$ cat src/rtl/occ_if.sv
`default_nettype none
// ============================================================================
// Module      : occ_if
// Description : Symbol-stream and Occ-row write bundle for occ_table_builder.
//               OCC_STATS_EN adds the total_syms / rows_written statistics.
// Revision    : 1.0 - initial release
// ============================================================================
interface occ_if #(
    parameter int ADDR_W = 8
) ();
    logic              start;
    logic              sym_valid;
    logic [1:0]        sym_data;
    logic              sym_last;
    logic              sym_ready;
    logic              wr_en;
    logic [ADDR_W-1:0] wr_addr;
    logic [255:0]      wr_data;
    logic              busy;
    logic              done;
    logic              err;
`ifdef OCC_STATS_EN
    logic [31:0]       total_syms;
    logic [ADDR_W:0]   rows_written;
`endif

    modport master (
        output start, sym_valid, sym_data, sym_last,
        input  sym_ready, wr_en, wr_addr, wr_data, busy, done, err
`ifdef OCC_STATS_EN
        , input total_syms, rows_written
`endif
    );

    modport slave (
        input  start, sym_valid, sym_data, sym_last,
        output sym_ready, wr_en, wr_addr, wr_data, busy, done, err
`ifdef OCC_STATS_EN
        , output total_syms, rows_written
`endif
    );
endinterface
`default_nettype wire

$ cat src/rtl/occ_table_builder.sv
`default_nettype none
// ============================================================================
// Module      : occ_table_builder
// Description : Streams 2-bit BWT symbols into 256-bit FM-index Occ rows
//               (counts + 64 packed symbols) and appends a totals row.
//               Optional macro OCC_STATS_EN adds symbol/row statistics.
// Revision    : 1.0 - initial release
// ============================================================================
module occ_table_builder #(
    parameter int ADDR_W   = 8,
    parameter int MAX_ROWS = 32
) (
    input  wire logic clk,
    input  wire logic rst_n,
    occ_if.slave      bus
);
    localparam logic [ADDR_W-1:0] c_max_row = ADDR_W'(MAX_ROWS);

    typedef enum logic [2:0] {
        S_IDLE  = 3'd0,
        S_FILL  = 3'd1,
        S_WRITE = 3'd2,
        S_TERM  = 3'd3,
        S_DONE  = 3'd4
    } state_t;

    state_t            r_state;
    logic              r_ready;
    logic              r_wr_en;
    logic [ADDR_W-1:0] r_wr_addr;
    logic [255:0]      r_wr_data;
    logic              r_busy;
    logic              r_done;
    logic              r_err;
    logic              r_last;
    logic [ADDR_W-1:0] r_row;
    logic [5:0]        r_idx;
    logic [127:0]      r_syms;
    // Index 0..3 = A,C,G,T, so the packed vector drops straight into [255:128].
    logic [3:0][31:0]  r_cnt;
    logic [3:0][31:0]  r_snap;
`ifdef OCC_STATS_EN
    logic [31:0]       r_total_syms;
    logic [ADDR_W:0]   r_rows_written;
`endif

    logic              w_xfer;
    logic              w_row_end;
    logic              w_row_ovf;
    logic [ADDR_W-1:0] w_row_inc;
    logic [127:0]      w_syms_next;
    logic [3:0][31:0]  w_cnt_next;

    always_comb begin
        w_xfer      = bus.sym_valid && r_ready;
        w_row_end   = (r_idx == 6'd63) || bus.sym_last;
        w_row_ovf   = (r_row == c_max_row);
        w_row_inc   = r_row + ADDR_W'(1);
        w_syms_next = r_syms;
        w_syms_next[{r_idx, 1'b0} +: 2] = bus.sym_data;
        w_cnt_next  = r_cnt;
        w_cnt_next[bus.sym_data] = r_cnt[bus.sym_data] + 32'd1;
    end

    always_ff @(posedge clk) begin
        if (!rst_n) begin
            r_state   <= S_IDLE;
            r_ready   <= 1'b0;
            r_wr_en   <= 1'b0;
            r_wr_addr <= '0;
            r_wr_data <= '0;
            r_busy    <= 1'b0;
            r_done    <= 1'b0;
            r_err     <= 1'b0;
            r_last    <= 1'b0;
            r_row     <= '0;
            r_idx     <= '0;
            r_syms    <= '0;
            r_cnt     <= '0;
            r_snap    <= '0;
`ifdef OCC_STATS_EN
            r_total_syms   <= '0;
            r_rows_written <= '0;
`endif
        end else begin
            case (r_state)
                S_IDLE: begin
                    if (bus.start) begin
                        r_state <= S_FILL;
                        r_ready <= 1'b1;
                        r_busy  <= 1'b1;
                        r_err   <= 1'b0;
                        r_last  <= 1'b0;
                        r_row   <= '0;
                        r_idx   <= '0;
                        r_syms  <= '0;
                        r_cnt   <= '0;
                        r_snap  <= '0;
`ifdef OCC_STATS_EN
                        r_total_syms   <= '0;
                        r_rows_written <= '0;
`endif
                    end
                end

                S_FILL: begin
                    if (w_xfer) begin
                        r_syms <= w_syms_next;
                        r_cnt  <= w_cnt_next;
                        r_idx  <= r_idx + 6'd1;
`ifdef OCC_STATS_EN
                        r_total_syms <= r_total_syms + 32'd1;
`endif
                        if (w_row_end) begin
                            r_ready <= 1'b0;
                            r_last  <= bus.sym_last;
                            if (w_row_ovf) begin
                                r_err   <= 1'b1;
                                r_busy  <= 1'b0;
                                r_done  <= 1'b1;
                                r_state <= S_DONE;
                            end else begin
                                r_state   <= S_WRITE;
                                r_wr_en   <= 1'b1;
                                r_wr_addr <= r_row;
                                r_wr_data <= {r_snap, w_syms_next};
`ifdef OCC_STATS_EN
                                r_rows_written <= r_rows_written + 1'b1;
`endif
                            end
                        end
                    end
                end

                S_WRITE: begin
                    r_wr_en   <= 1'b0;
                    r_wr_addr <= '0;
                    r_wr_data <= '0;
                    r_snap    <= r_cnt;
                    r_row     <= w_row_inc;
                    r_syms    <= '0;
                    r_idx     <= '0;
                    if (!r_last) begin
                        r_state <= S_FILL;
                        r_ready <= 1'b1;
                    end else if (w_row_inc == c_max_row) begin
                        r_err   <= 1'b1;
                        r_busy  <= 1'b0;
                        r_done  <= 1'b1;
                        r_state <= S_DONE;
                    end else begin
                        // Terminal row: final totals with an empty symbol field.
                        r_state   <= S_TERM;
                        r_wr_en   <= 1'b1;
                        r_wr_addr <= w_row_inc;
                        r_wr_data <= {r_cnt, 128'd0};
`ifdef OCC_STATS_EN
                        r_rows_written <= r_rows_written + 1'b1;
`endif
                    end
                end

                S_TERM: begin
                    r_wr_en   <= 1'b0;
                    r_wr_addr <= '0;
                    r_wr_data <= '0;
                    r_row     <= w_row_inc;
                    r_busy    <= 1'b0;
                    r_done    <= 1'b1;
                    r_state   <= S_DONE;
                end

                S_DONE: begin
                    r_done  <= 1'b0;
                    r_state <= S_IDLE;
                end

                default: begin
                    r_state   <= S_IDLE;
                    r_ready   <= 1'b0;
                    r_wr_en   <= 1'b0;
                    r_wr_addr <= '0;
                    r_wr_data <= '0;
                    r_busy    <= 1'b0;
                    r_done    <= 1'b0;
                end
            endcase
        end
    end

    assign bus.sym_ready = r_ready;
    assign bus.wr_en     = r_wr_en;
    assign bus.wr_addr   = r_wr_addr;
    assign bus.wr_data   = r_wr_data;
    assign bus.busy      = r_busy;
    assign bus.done      = r_done;
    assign bus.err       = r_err;
`ifdef OCC_STATS_EN
    assign bus.total_syms   = r_total_syms;
    assign bus.rows_written = r_rows_written;
`endif

endmodule
`default_nettype wire

$ cat src/flat_wrapper.sv
// flat-port wrapper written by rule: the top's interface ports become plain ports
module occ_table_builder_flat 
#(
    parameter int ADDR_W   = 8,
    parameter int MAX_ROWS = 32
)
  (clk, rst_n, bus_start, bus_sym_valid, bus_sym_data, bus_sym_last, bus_sym_ready, bus_wr_en, bus_wr_addr, bus_wr_data, bus_busy, bus_done, bus_err);
  occ_if #(.ADDR_W(ADDR_W)) bus_i ();
  input  wire logic clk;
  input  wire logic rst_n;
  input wire logic [$bits(bus_i.start)-1:0] bus_start;
  input wire logic [$bits(bus_i.sym_valid)-1:0] bus_sym_valid;
  input wire logic [$bits(bus_i.sym_data)-1:0] bus_sym_data;
  input wire logic [$bits(bus_i.sym_last)-1:0] bus_sym_last;
  output wire logic [$bits(bus_i.sym_ready)-1:0] bus_sym_ready;
  output wire logic [$bits(bus_i.wr_en)-1:0] bus_wr_en;
  output wire logic [$bits(bus_i.wr_addr)-1:0] bus_wr_addr;
  output wire logic [$bits(bus_i.wr_data)-1:0] bus_wr_data;
  output wire logic [$bits(bus_i.busy)-1:0] bus_busy;
  output wire logic [$bits(bus_i.done)-1:0] bus_done;
  output wire logic [$bits(bus_i.err)-1:0] bus_err;
  assign bus_i.start = bus_start;
  assign bus_i.sym_valid = bus_sym_valid;
  assign bus_i.sym_data = bus_sym_data;
  assign bus_i.sym_last = bus_sym_last;
  assign bus_sym_ready = bus_i.sym_ready;
  assign bus_wr_en = bus_i.wr_en;
  assign bus_wr_addr = bus_i.wr_addr;
  assign bus_wr_data = bus_i.wr_data;
  assign bus_busy = bus_i.busy;
  assign bus_done = bus_i.done;
  assign bus_err = bus_i.err;
  occ_table_builder #(.ADDR_W(ADDR_W), .MAX_ROWS(MAX_ROWS)) u_core (.clk(clk), .rst_n(rst_n), .bus(bus_i));
endmodule
$ cat config.mk
export PLATFORM = sky130hd
export DESIGN_NAME = occ_table_builder_flat
export DESIGN_NICKNAME = d
export VERILOG_FILES = /design/src/rtl/occ_if.sv /design/src/rtl/occ_table_builder.sv /design/src/flat_wrapper.sv
export SDC_FILE = /design/constraint.sdc
export NUM_CORES = 2
export LEC_CHECK = 0
export ABC_AREA = 1
export CAP_MARGIN = 20
export CORE_MARGIN = 2
export CORE_UTILIZATION = 50
export DETAILED_ROUTE_END_ITERATION = 8
export HOLD_SLACK_MARGIN = 0.02
export PLACE_DENSITY = 0.79
export REMOVE_ABC_BUFFERS = 1
export SLEW_MARGIN = 15
export SYNTH_ARGS = -nofsm -noshare
export SYNTH_HDL_FRONTEND = slang
export SYNTH_SLANG_ARGS = --single-unit
$ cat constraint.sdc
create_clock -name clk -period 2.2 [get_ports clk]
set_input_delay 0.44 -clock clk [delete_from_list [all_inputs] [get_ports clk]]
set_output_delay 0.44 -clock clk [all_outputs]
set_load 0.03 [all_outputs]
# ---- Word level (Yosys, flattened, before mapping)
# Cells that the tools add are included.
dict set report totals {
  reg_bits 671
  latchBits 0
  ram_bits 0
  rom_bits 0
  input_bits 7
  output_inout_bits 269
  word_cells 133
  memories 0
}
dict set report classes {
  n_addsub 4
  mul 0
  n_div 0
  n_lt_le_gt_ge 2
  eq_ne 15
  shift 2
  muxes 64
  bitwise 4
  reduce_logical 22
}
# operator count
set op_table {}
lappend op_table {{256-bit two-way mux} 5}
lappend op_table {{256-bit case mux with 3 select lines} 1}
lappend op_table {{128-bit case mux with 2 select lines} 2}
lappend op_table {{128-bit two-way mux} 3}
lappend op_table {{128-bit case mux with 3 select lines} 1}
lappend op_table {{128-bit bitwise mux} 2}
lappend op_table {{2-bit by 9-bit variable shift with 128-bit output (first input constant)} 1}
lappend op_table {{2-bit by 9-bit indexed part select with 128-bit output} 1}
lappend op_table {{32-bit binary-select mux with 2-bit select} 1}
lappend op_table {{32-bit demux with 2-bit select} 1}
lappend op_table {{32-bit two-way mux} 2}
lappend op_table {{8-bit two-way mux} 6}
lappend op_table {{32-bit by 1-bit adder with 32-bit output (second input constant)} 1}
lappend op_table {{8-bit case mux with 3 select lines} 1}
lappend op_table {{1-bit two-way mux} 22}
lappend op_table {{3-bit two-way mux} 6}
lappend op_table {{6-bit case mux with 3 select lines} 1}
lappend op_table {{8-bit by 6-bit equality test with 1-bit output (second input constant)} 2}
lappend op_table {{8-bit case mux with 2 select lines} 1}
lappend op_table {{7-bit AND reduction} 2}
lappend op_table {{6-bit two-way mux} 2}
lappend op_table {{1-bit case mux with 4 select lines} 3}
lappend op_table {{3-bit case mux with 4 select lines} 1}
lappend op_table {{2-bit by 1-bit inequality test with 1-bit output (second input constant)} 5}
lappend op_table {{other kinds (24)} 40}

# ---- Logic depth before layout (Yosys ltp)
dict set report logic_depth {
  word_depth 7
  mapped_depth 17
  ltp_nobuf 16
}

# ---- Worst setup path after synthesis
# Ideal clock, no wire load.
dict set report synth_path {
  path_type {input -> register}
  from {in bus_sym_data[0]}
  to {reg u_core.r_cnt[14] (netlist name)}
  setup_time_ns 0.132
  arrival_ns 2.019
  required_ns 2.068
  slack_ns 0.049
  cell_stages 15
  n_path_buf 1
  path_cell_list {buf_6 -> nand2_1 -> inv_1 -> nand2_1 -> nand2_1 -> nor2_2 -> inv_1 -> ha_1 -> nand2_1 -> nor2_1 -> nand2_2 -> nor2_4 -> or2_2 -> nand3_1 -> a21oi_1}
}
dict set report synth_via {
  elab_chain_cells 7
  elab_cells_between_ends 11
  cone_classes {add/sub (1); order compare (2); mux (7); reduce/logical (1)}
}
# item line
set synth_rtl {}
lappend synth_rtl {{start: declaration} flat_wrapper.sv:13} ;# input wire logic [$bits(bus_i.sym_data)-1:0] bus_sym_data;
lappend synth_rtl {{parallel branches: the longest is 4 deep, another holds 32-bit by 1-bit adder with 32-bit output} -}
lappend synth_rtl {{128-bit bitwise mux *} occ_table_builder.sv:62} ;# w_cnt_next[bus.sym_data] = r_cnt[bus.sym_data] + 32'd1;
lappend synth_rtl {{128-bit two-way mux *} occ_table_builder.sv:107} ;# if (w_xfer) begin
lappend synth_rtl {{128-bit case mux with 2 select lines *} occ_table_builder.sv:86} ;# case (r_state)
lappend synth_rtl {{end signal: assignment} occ_table_builder.sv:109} ;# r_cnt <= w_cnt_next;
lappend synth_rtl {{end: declaration} occ_table_builder.sv:40} ;# logic [3:0][31:0] r_cnt;
# Mark *: on every way between the ends. The select of a mux whose other input is x is not followed.
# A chain may end at the register's enable or synchronous reset.

# ---- Worst setup path in the final report
dict set report layout_path {
  from {reg u_core.r_wr_en, in the netlist u_core.bus.wr_en}
  to {out bus_wr_en}
}
# item line
set layout_lines {}
lappend layout_lines {{start: declaration} occ_table_builder.sv:29} ;# logic r_wr_en;
lappend layout_lines {{start signal: assignment} occ_table_builder.sv:69} ;# r_wr_en <= 1'b0;
lappend layout_lines {{start signal: assignment} occ_table_builder.sv:124} ;# r_wr_en <= 1'b1;
lappend layout_lines {{start signal: assignment} occ_table_builder.sv:136} ;# r_wr_en <= 1'b0;
lappend layout_lines {{end: declaration} flat_wrapper.sv:16} ;# output wire logic [$bits(bus_i.wr_en)-1:0] bus_wr_en;
# No word-level cell between the ends.

==> results_dict.tcl <==
set metrics [dict create \
    placementRows 89 \
    yosys.area.top_type "dfxtp_1" \
    antenna-diode-count 0 \
    drv_cap 0 \
    setup_viol 0 \
    syn_area_mm2 0.0296 \
    cp_slowest_stage_delay_ns 0.72 \
    cp.required_ns 1.76 \
    fin_cells 5368 \
    fillerInstances 4894 \
    r2r-start "u_core.r_idx[0]" \
    regToRegSetupSlack_ns 0.05 \
    tightest_slew_ns 0.763 \
    core-area_mm2 0.0588 \
    numCtsBuffers 70 \
    gp_congestion 0.970 \
    dieHeight_um 247 \
    post-dp-hpwl_um 59200 \
    overflow 0 \
    synth_seq_area_share_pct 45.4 \
    grt_pass1_vias 27400 \
    start_util_pct 50.3 \
    grt_setup_unrepaired "yes" \
    synth_cell_types 42 \
    worst_hold_path.endpoint "u_core.r_syms[12]" \
    syn_inst 4246 \
    p_sw_share_pct 37.4 \
    yosys-top-cells-area "dfxtp_1 (45%), nand2_1 (19%), a21oi_1 (12%)" \
    crit_family "buffers and inverters" \
    leakage_nw 13.9 \
    rr_worst_depth 11 \
    grt_max_degree 190 \
    p_int_w 0.0270 \
    remaining_drc_errors 0 \
    clkPwrFrac_pct 28.0 \
    synth-edff-count 0 \
    clkSinkCount 671 \
    vias 30000 \
    dp_cells 5229 \
    layout-drive-gt1-share_pct 11.7 \
    clock_skew_ns 0.0344 \
    comb_power_share_pct 35.9 \
    critPathBufInv 1 \
    stdcell_area_mm2 0.0372 \
    period_minus_slack_ns 2.19 \
    ctsHoldBuffers 0 \
    yosys_register_bits 671 \
    synth_top_area_share_pct 45.4 \
    avgSynthCellArea_um2 6.97 \
    yosys_warnings 0 \
    grt_usage_pct 28.4 \
    synthTopCellsByCount "nand2_1 (1536), a21oi_1 (710), dfxtp_1 (671), o21ai_0 (298), nand3_1 (262)" \
    worstReg2RegEnd "u_core.r_syms[42]" \
    ios 276 \
    dpl-instance-area_mm2 0.0343 \
    fp.dieW_um 247 \
    critPathCaptureType "primary output" \
    cts_buffer_depth 3 \
    run_status "complete, no violations" \
    grt_pass1_wl_um 142000 \
    cp.arrival_ns 1.75 \
    cp_max_fo 2 \
    die_area_mm2 0.0611 \
    num-nets-final 4557 \
    synth-async-reset-ratio_pct 0 \
    power.switching_w 0.0162 \
    clkLatencyLatePin_ns 0.62 \
    start_kind "register" \
    setup_tns_ns 0 \
    port_buffers 275 \
    p_seq_share_pct 36.1 \
    critPathKind "register to primary output" \
    dr.pass1.iters 6 \
    synth_most_common_cell "nand2_1" \
    wl_per_cell_um 17.0 \
    drtIter0Drc 3067 \
    max_freq_ghz 0.457 \
    worst_hold_path.num_cells 3 \
    slew_violations 0 \
    post_drt_via_cell_ratio 5.58 \
    fin_total_pwr_w 0.0431 \
    cp_slowest_cell "clkdlybuf4s50_1" \
    htreeDepth 3 \
    syn2layout_area_growth_pct 25.7 \
    clkTransAtPathRegs_ns 0.06 \
    timing.slew.headroom_pct 49.1 \
    p_per_area_mw_per_mm2 1160 \
    antenna_found_initial 2 \
    cts_tree "built" \
    crit_chain "clkdlybuf4s50_1" \
    hold_violations 0 \
    ir_drop_mv 0.995 \
    finalCritPeriodShare_pct 99.5 \
    wirelength_um 91100 \
    ant_nets 0 \
    root_buffer "clkbuf_16" \
    synth_ff_type "dfxtp_1" \
    hold_start "rst_n" \
    hold_path.class "primary input to register" \
]
-- state kept, by name (all words and copies together), names as in the netlist, 3 cells and up --
name	flops
u_core.bus.wr_addr	8
u_core.bus.wr_data	256
u_core.r_cnt	128
u_core.r_idx	6
u_core.r_row	8
u_core.r_snap	128
u_core.r_state	3
u_core.r_syms	128
-- placed cells by master, fill, tap and decap left out, drive strengths merged, types with 5 or more instances in the layout --
| master | netlist | final |
|---|---|---|
| clkbuf | 182 | 102 |
| clkinv | 1 | 13 |
| nand2 | 1566 | 1566 |
| nor2 | 152 | 152 |
| a21oi | 711 | 711 |
| o21ai | 317 | 317 |
| dlymetal6s2s | 0 | 5 |
| buf | 121 | 252 |
| clkinvlp | 0 | 6 |
| xor2 | 8 | 8 |
| clkdlybuf4s50 | 0 | 265 |
| ha | 7 | 7 |
| nand4 | 11 | 11 |
| o211ai | 66 | 66 |
| nor3 | 15 | 15 |
| inv | 134 | 137 |
| dfxtp | 671 | 671 |
| nand3 | 265 | 265 |
| bufinv | 0 | 5 |
-- cell families (layout without fill, tap and decap cells) --
logic type	after synthesis	count (layout)	share of synthesized area, %
xor gates and xnor gates	11	11	0.440
DFF	671	671	45.4
and+or+nand+nor	2013	2013	27.5
buffers and inverters	438	787	6.96
AOI/OAI and AO/OA	1106	1106	19.4
adders and majority gates	7	7	0.296
-- stage by stage --
stage,util (%),hold slack (ns),worst slack [ns]
2_1_floorplan,-,0.439,-10.01
3_3_place_gp,58.4,0.447,-0.323
3_5_place_dp,58.4,0.452,-0.432
4_1_cts,62.5,0.144,0.00197
5_1_grt,63.3,0.175,-0.0692
6_report,63.3,0.170,0.0107
-- how the worst max path moves through the flow --
stage / startpoint / to / slack [ns] / depth (start not counted)
floorplan: u_core.r_state[0] / u_core.r_snap[0] / -10.01 / 9
global placement: bus_sym_data[1] / u_core.r_cnt[12] / -0.32 / 15
finish: u_core.bus.wr_en / bus_wr_en / 0.01 / 1
global route: u_core.r_cnt[108] / u_core.r_cnt[24] / -0.07 / 12
CTS: u_core.r_idx[1] / u_core.bus.wr_data[43] / 0.002 / 12
detailed placement: bus_sym_data[0] / u_core.r_cnt[82] / -0.43 / 16
-- power by group through the flow --
stage               sequential, W  clock [W]  combinational, W
floorplan                  0.0168          0           0.00465
global placement           0.0157          0            0.0147
detailed placement         0.0157          0            0.0149
CTS                        0.0155     0.0122            0.0150
global route               0.0158     0.0127            0.0166
finish                     0.0156     0.0121            0.0155
-- metal layers --
metal,vias up,routed length [um],global-route usage (%)
li1,14600,-,-
met2,1220,42900,47.2
met3,184,6850,3.56
met1,14000,38700,38.0
met4,4,2640,9.58
met5,-,27,0
-- area by class of cell --
cell class | count | area, um2 | area share (%)
Multi-Input combinational cell | 3137 | 14400 | 38.8
Sequential cell | 671 | 13400 | 36.1
Timing Repair Buffer | 528 | 5490 | 14.7
Clock buffer | 98 | 2040 | 5.48
Tap cell | 773 | 967 | 2.60
Inverter | 135 | 544 | 1.46
Clock inverter | 26 | 308 | 0.827
-- what timing repair did --
| action | CTS | global route |
|---|---|---|
| endpoints found under the setup margin | 152 | 507 |
| setup buffers | 2 | 9 |
| pin swaps | 1 | 17 |
| cloned | 0 | 4 |
| gates resized for setup | 7 | 133 |
Power figures use the tool's default switching activity.
